### config.mk
export PLATFORM = sky130hd
export DESIGN_NAME = mem_port_arbiter
export DESIGN_NICKNAME = d
export VERILOG_FILES = /design/src/rtl/mips_mem_pkg.sv /design/src/rtl/mem_port_arbiter.sv
export SDC_FILE = /design/constraint.sdc
export NUM_CORES = 1
export LEC_CHECK = 0
export ABC_CLOCK_PERIOD_IN_PS = 2710
export CAP_MARGIN = 20
export CORE_UTILIZATION = 38
export DETAILED_ROUTE_END_ITERATION = 8
export PLACE_DENSITY = 0.83
export SYNTH_ARGS = -nofsm -noshare
export SYNTH_HDL_FRONTEND = slang
export SYNTH_SLANG_ARGS = --single-unit
### constraint.sdc
create_clock -name clk -period 2.71 [get_ports clk]
set_input_delay 0.271 -clock clk [delete_from_list [all_inputs] [get_ports clk]]
set_output_delay 0.271 -clock clk [all_outputs]
set_load 0.005 [all_outputs]
### src/rtl/mips_mem_pkg.sv
// Shared encodings and default widths for the CPU/debug memory port arbiter.
package mips_mem_pkg;

  localparam int DEF_AW       = 8;
  localparam int DEF_DW       = 8;
  localparam int DEF_MAX_WAIT = 4;

  localparam logic [1:0] ST_IDLE  = 2'b00;
  localparam logic [1:0] ST_ISSUE = 2'b01;
  localparam logic [1:0] ST_RESP  = 2'b10;

  typedef enum logic [1:0] {
    GNT_NONE = 2'd0,
    GNT_CPU  = 2'd1,
    GNT_DBG  = 2'd2
  } grant_e;

endpackage

### src/rtl/mem_port_arbiter.sv
// Shares one byte-wide synchronous memory port between the CPU datapath and a debug/loader port.
// Optional anti-starvation guard for the debug port: define MEM_ARB_STARVE_GUARD_EN.
module mem_port_arbiter
  import mips_mem_pkg::*;
#(
  parameter int AW       = DEF_AW,
  parameter int DW       = DEF_DW,
  parameter int MAX_WAIT = DEF_MAX_WAIT
) (
  input  logic          clk,
  input  logic          reset,
  input  logic          cpu_req,
  input  logic          cpu_we,
  input  logic [AW-1:0] cpu_addr,
  input  logic [DW-1:0] cpu_wdata,
  output logic          cpu_ack,
  output logic [DW-1:0] cpu_rdata,
  input  logic          dbg_req,
  input  logic          dbg_we,
  input  logic [AW-1:0] dbg_addr,
  input  logic [DW-1:0] dbg_wdata,
  output logic          dbg_ack,
  output logic [DW-1:0] dbg_rdata,
  output logic          mem_en,
  output logic          mem_we,
  output logic [AW-1:0] mem_addr,
  output logic [DW-1:0] mem_wdata,
  input  logic [DW-1:0] mem_rdata,
  output logic          busy
);

  if (MAX_WAIT < 1) begin : g_bad_max_wait
    $error("mem_port_arbiter: MAX_WAIT must be at least 1");
  end

  logic [1:0]    state_q, state_d;
  grant_e        grant_q, grant_d;
  logic          mem_en_q, mem_en_d;
  logic          mem_we_q, mem_we_d;
  logic [AW-1:0] mem_addr_q, mem_addr_d;
  logic [DW-1:0] mem_wdata_q, mem_wdata_d;
  logic          resp_we_q, resp_we_d;
  logic          cpu_wins, dbg_wins;

`ifdef MEM_ARB_STARVE_GUARD_EN
  localparam int WCW = $clog2(MAX_WAIT + 1);
  logic [WCW-1:0] wait_cnt_q, wait_cnt_d;

  // dbg overrides CPU priority once it has watched MAX_WAIT CPU grants go by.
  assign dbg_wins = dbg_req && (!cpu_req || (wait_cnt_q == WCW'(MAX_WAIT)));
  assign cpu_wins = cpu_req && !dbg_wins;

  always_comb begin
    wait_cnt_d = wait_cnt_q;
    if (state_q == ST_IDLE) begin
      if (!dbg_req || dbg_wins) begin
        wait_cnt_d = '0;
      end else if (cpu_wins && (wait_cnt_q != WCW'(MAX_WAIT))) begin
        wait_cnt_d = wait_cnt_q + 1'b1;
      end
    end
  end

  always_ff @(posedge clk or negedge reset) begin
    if (!reset) wait_cnt_q <= '0;
    else        wait_cnt_q <= wait_cnt_d;
  end
`else
  assign dbg_wins = dbg_req && !cpu_req;
  assign cpu_wins = cpu_req;
`endif

  always_comb begin
    state_d     = state_q;
    grant_d     = grant_q;
    mem_en_d    = 1'b0;
    mem_we_d    = 1'b0;
    mem_addr_d  = mem_addr_q;
    mem_wdata_d = mem_wdata_q;
    resp_we_d   = resp_we_q;
    case (state_q)
      ST_IDLE: begin
        grant_d = GNT_NONE;
        if (cpu_wins) begin
          grant_d     = GNT_CPU;
          state_d     = ST_ISSUE;
          mem_en_d    = 1'b1;
          mem_we_d    = cpu_we;
          mem_addr_d  = cpu_addr;
          mem_wdata_d = cpu_wdata;
          resp_we_d   = cpu_we;
        end else if (dbg_wins) begin
          grant_d     = GNT_DBG;
          state_d     = ST_ISSUE;
          mem_en_d    = 1'b1;
          mem_we_d    = dbg_we;
          mem_addr_d  = dbg_addr;
          mem_wdata_d = dbg_wdata;
          resp_we_d   = dbg_we;
        end
      end
      ST_ISSUE: state_d = ST_RESP;
      ST_RESP: begin
        state_d = ST_IDLE;
        grant_d = GNT_NONE;
      end
      default: begin
        state_d = ST_IDLE;
        grant_d = GNT_NONE;
      end
    endcase
  end

  // mem_* are cleared asynchronously so a reset aborts an access in flight.
  always_ff @(posedge clk or negedge reset) begin
    if (!reset) begin
      state_q     <= ST_IDLE;
      grant_q     <= GNT_NONE;
      mem_en_q    <= 1'b0;
      mem_we_q    <= 1'b0;
      mem_addr_q  <= '0;
      mem_wdata_q <= '0;
      resp_we_q   <= 1'b0;
    end else begin
      state_q     <= state_d;
      grant_q     <= grant_d;
      mem_en_q    <= mem_en_d;
      mem_we_q    <= mem_we_d;
      mem_addr_q  <= mem_addr_d;
      mem_wdata_q <= mem_wdata_d;
      resp_we_q   <= resp_we_d;
    end
  end

  assign mem_en    = mem_en_q;
  assign mem_we    = mem_we_q;
  assign mem_addr  = mem_addr_q;
  assign mem_wdata = mem_wdata_q;
  assign busy      = (state_q != ST_IDLE);

  // Memory data arrives in RESP; writes return zero.
  assign cpu_ack   = (state_q == ST_RESP) && (grant_q == GNT_CPU);
  assign dbg_ack   = (state_q == ST_RESP) && (grant_q == GNT_DBG);
  assign cpu_rdata = (cpu_ack && !resp_we_q) ? mem_rdata : '0;
  assign dbg_rdata = (dbg_ack && !resp_we_q) ? mem_rdata : '0;

endmodule

Yosys cells after proc, flatten, opt, wreduce, memory -nomap -nowiden
Cells that the tools add are included.
{"block": "op_classes", "eq_ne": 5, "n_mux": 20, "reduce_logical": 11}
{"cell": "$mux W8", "n": 6}
{"cell": "$mux W1", "n": 8}
{"cell": "$mux W2", "n": 4}
{"cell": "$pmux W2 S2", "n": 2}
{"cell": "$logic_and A1 B1 Y1", "n": 5}
{"cell": "$eq A2 B1 Y1 const B", "n": 2}
{"cell": "$eq A2 B2 Y1 const B", "n": 2}
{"cell": "$reduce_bool A2 Y1", "n": 2}
{"cell": "$ne A3 B3 Y1 const B", "n": 1}
{"cell": "$logic_not A1 Y1", "n": 2}
{"cell": "$logic_not A2 Y1", "n": 1}
{"cell": "$reduce_and A2 Y1", "n": 1}
{"block": "word_totals", "ff_bits": 23, "input_bits": 46, "output_inout_bits": 37, "wordCells": 43}

Depth between registers and ports, before layout
{"block": "logic_depth", "ltp_word": 5, "mapped_depth": 5, "ltp_nobuf": 3}

Worst setup path after synthesis
OpenSTA, ideal clock, no wires.
{"block": "synth_path", "path_kind": "flip-flop to flip-flop", "start": "register state_q[0]", "end": "register mem_addr_q[0], in the netlist mem_addr[0]", "arrival_time_ns": 1.377, "t_required_ns": 2.585, "setup_slack_ns": 1.208, "stages_incl_launch_ff": 6, "synth_period_minus_slack_ns": 1.502, "path_cell_list": "dfrtp_1 > or2_1 > buf_6 > nor2_8 > buf_12 > mux2_4"}
{"block": "synth_between", "elab_chain_cells": 2}
{"element": "start, declared", "line": "mem_port_arbiter.sv:36", "rtl": "logic [1:0] state_q, state_d;"}
{"element": "start signal, assigned", "line": "mem_port_arbiter.sv:125", "rtl": "state_q <= state_d;"}
{"element": "$logic_not A2 Y1", "line": "mem_port_arbiter.sv:81", "rtl": "case (state_q)"}
{"element": "$reduce_and A2 Y1 (no source line)"}
{"element": "end signal, assigned", "line": "mem_port_arbiter.sv:129", "rtl": "mem_addr_q <= mem_addr_d;"}
{"element": "end, declared", "line": "mem_port_arbiter.sv:40", "rtl": "logic [AW-1:0] mem_addr_q, mem_addr_d;"}
Every way passes these cells.
A chain may end at the register's enable or synchronous reset.

Final worst setup path
{"block": "layout_path", "start": "register state_q[0]", "end": "output cpu_rdata[1]"}
{"block": "layout_between", "elab_chain_cells": 4}
{"element": "$eq A2 B2 Y1", "line": "mem_port_arbiter.sv:142", "rtl": "assign cpu_ack = (state_q == ST_RESP) && (grant_q == GNT_CPU);"}
{"element": "$logic_and A1 B1 Y1", "line": "mem_port_arbiter.sv:142"}
{"element": "$logic_and A1 B1 Y1", "line": "mem_port_arbiter.sv:144", "rtl": "assign cpu_rdata = (cpu_ack && !resp_we_q) ? mem_rdata : '0;"}
{"element": "$mux W8", "line": "mem_port_arbiter.sv:144"}
{"element": "end, declared", "line": "mem_port_arbiter.sv:17", "rtl": "output logic [DW-1:0] cpu_rdata,"}
Every way passes these cells.

==> flow_metrics.env <==
export IMPL_rsz0062_at_grt="no"
export IMPL_final_common_cell="clkdlybuf4s50_1"
export IMPL_powerDensity_nw_per_um2=763
export IMPL_initial_utilization=0.404
export IMPL_first_pass_iters=4
export IMPL_peakVddDrop_v=0.000478
export IMPL_ys_seq_elements=23
export IMPL_yosysTopAreaCellShare=0.459
export IMPL_boundaryPins=83
export IMPL_via_per_inst=4.73
export IMPL_drt_iter0_drc=30
export IMPL_port_buffers=82
export IMPL_synth_cell_types=18
export IMPL_syn2layout_area_growth_pct=69.7
export IMPL_setup_tns_ns=0
export IMPL_vias=1059
export IMPL_arrival_ns=2.05
export IMPL_routed_wl_um=3200
export IMPL_tightest_slew_ns=0.477
export IMPL_die_y_um=59.5
export IMPL_fp_row_count=20
export IMPL_grt_pass1_wl_um=5200
export IMPL_finalClockSkew_ns=0.0176
export IMPL_slew_headroom=0.681
export IMPL_wl_per_cell_um=14.3
export IMPL_syn_inst=96
export IMPL_clk_pin_slew_ns=0.14
export IMPL_syn_num_nets=142
export IMPL_r2r_end="mem_addr[7]"
export IMPL_final_cell_mix="clkdlybuf4s50_1, mux2_2, dfrtp_1"
export IMPL_die_area_um2=3540
export IMPL_detailed_place_hpwl_um=2620
export IMPL_endpoint="cpu_rdata[1]"
export IMPL_slew_violations=0
export IMPL_synthesis_area_um2=1250
export IMPL_fillers=265
export IMPL_grt_use_total=0.201
export IMPL_clk_path_buf_depth=2
export IMPL_synth_area_leader_cell="dfrtp_1"
export IMPL_drv_cap=0
export IMPL_synthTopCellsByArea="dfrtp_1, mux2_2, mux2_4"
export IMPL_cts_hold_buf=0
export IMPL_grt_max_degree=24
export IMPL_overflow=0
export IMPL_max_clock_freq_mhz=431
export IMPL_core_area_um2=3100
export IMPL_setup_viol=0
export IMPL_antenna_found_initial=0
export IMPL_drc=0
export IMPL_total_power_mw=1.62
export IMPL_final_nets=227
export IMPL_die_w_um=59.5
export IMPL_grt_pass1_vias=1155
export IMPL_cts_buffers=3
export IMPL_cts_sinks=23
export IMPL_yosysWarnings=0
export IMPL_tritoncts="yes"
export IMPL_period_needed_ns=2.32
export IMPL_drive_above_1_share=0.228
export IMPL_required_ns=2.44
export IMPL_worstSetupPathType="reg -> out"
export IMPL_start_kind="flop"
export IMPL_worst_path_max_fanout=8
export IMPL_gp_congestion=0.719
export IMPL_seq_area_frac_synth=0.459
export IMPL_final_antenna_net_count=0
export IMPL_seq_area_um2=576
export IMPL_cts_resized=0
export IMPL_clock_latency_ns=0.32
export IMPL_r2r_slack_ns=1.05
export IMPL_clockRootBuffer="clkbuf_4"
export IMPL_ctsHtreeMaxLevel=1
export IMPL_antennaDiodeCount=0
export IMPL_leakage_nw=0.875
export IMPL_hold_path_class="in -> async"
export IMPL_syn_area_per_cell_um2=13.1
export IMPL_crit_path_end_kind="output pin"
export IMPL_status="finished clean"
export IMPL_cts_setup_buffers=0
export IMPL_ff2ff_path_depth=3
export IMPL_r2r_start="state_q[0]"
export IMPL_multi_input_area_um2=636
export IMPL_hold_viol_final=0
export IMPL_cp_startpoint="state_q[0]"
export IMPL_fin_crit_sh=0.855
[how the worst min path moves through the flow]
| stage | start | to | slack [ns] |
|---|---|---|---|
| after floorplan | reset | grant_q[0] | -0.02 |
| after global placement | state_q[1] | state_q[1] | 0.48 |
| after detailed placement | mem_wdata[1] | mem_wdata[1] | 0.50 |
| after CTS | reset | mem_wdata[0] | 0.30 |
| after global routing | reset | mem_addr[2] | 0.31 |
| final | reset | mem_addr[6] | 0.29 |
[cells in the mapped netlist]
master / number
buf_4: 1
buf_12: 1
nor2b_1: 1
buf_2: 1
nor3_2: 2
mux2_4: 9
and2_1: 16
o21ai_0: 1
nand2b_1: 4
nor2_8: 1
mux2_2: 23
or2_1: 1
dfrtp_1: 23
nor2_1: 7
nor3_1: 1
buf_6: 1
a22oi_1: 1
mux2i_1: 2
[metal layers]
layer | vias up | GRT usage | wire length, um
met3 | 5 | 0.0502 | 241
met2 | 48 | 0.384 | 1770
met4 | 0 | 0.0816 | 50
li1 | 499 | - | -
met1 | 507 | 0.206 | 1140
met5 | - | 0 | 0
[critical path: stages (launching register included)]
cell             delay (ns)
dfrtp_1                0.45
nand2b_1               0.23
nor3_2                 0.37
and2_1                 0.19
clkdlybuf4s50_1        0.49
[registers in the layout, summed over array words and instances (netlist names)]
register / flops
resp_we_q: 1
mem_addr: 8
mem_wdata: 8
state_q: 2
mem_en: 1
mem_we: 1
grant_q: 2
[stage by stage]
| step | worst slack, ns | hold WS (ns) | util | instances | instance area, um2 |
|---|---|---|---|---|---|
| final | 0.392 | 0.291 | 0.686 | 224 | 2130 |
| after global routing | 0.246 | 0.313 | 0.686 | 224 | 2130 |
| after CTS | 0.369 | 0.297 | 0.686 | 224 | 2130 |
| after detailed placement | 0.607 | 0.499 | 0.677 | 220 | 2100 |
| after global placement | 0.651 | 0.482 | 0.677 | 220 | 2100 |
| after floorplan | 1.21 | -0.0246 | - | 96 | 1250 |
[where the power goes]
group	switching, mW	internal [mW]
combinational	0.269	0.573
sequential	0.110	0.509
clock	0.107	0.0553
total	0.487	1.14
[logic make-up (layout without fill, tap and decap cells)]
logic type	after synthesis	count (layout)	synth area share
mux	34	34	0.330
simple gates	33	33	0.167
flops	23	23	0.459
buf+inv	4	88	0.0349
compound gates	2	2	0.00997
[layout make-up]
cell class | count | area share
Sequential cell | 23 | 0.270
Multi-Input combinational cell | 69 | 0.298
Tap cell | 44 | 0.0259
Timing Repair Buffer | 84 | 0.392
Clock buffer | 3 | 0.0106
Clock inverter | 1 | 0.00235
Note: power is estimated with default switching activity, not from simulation.
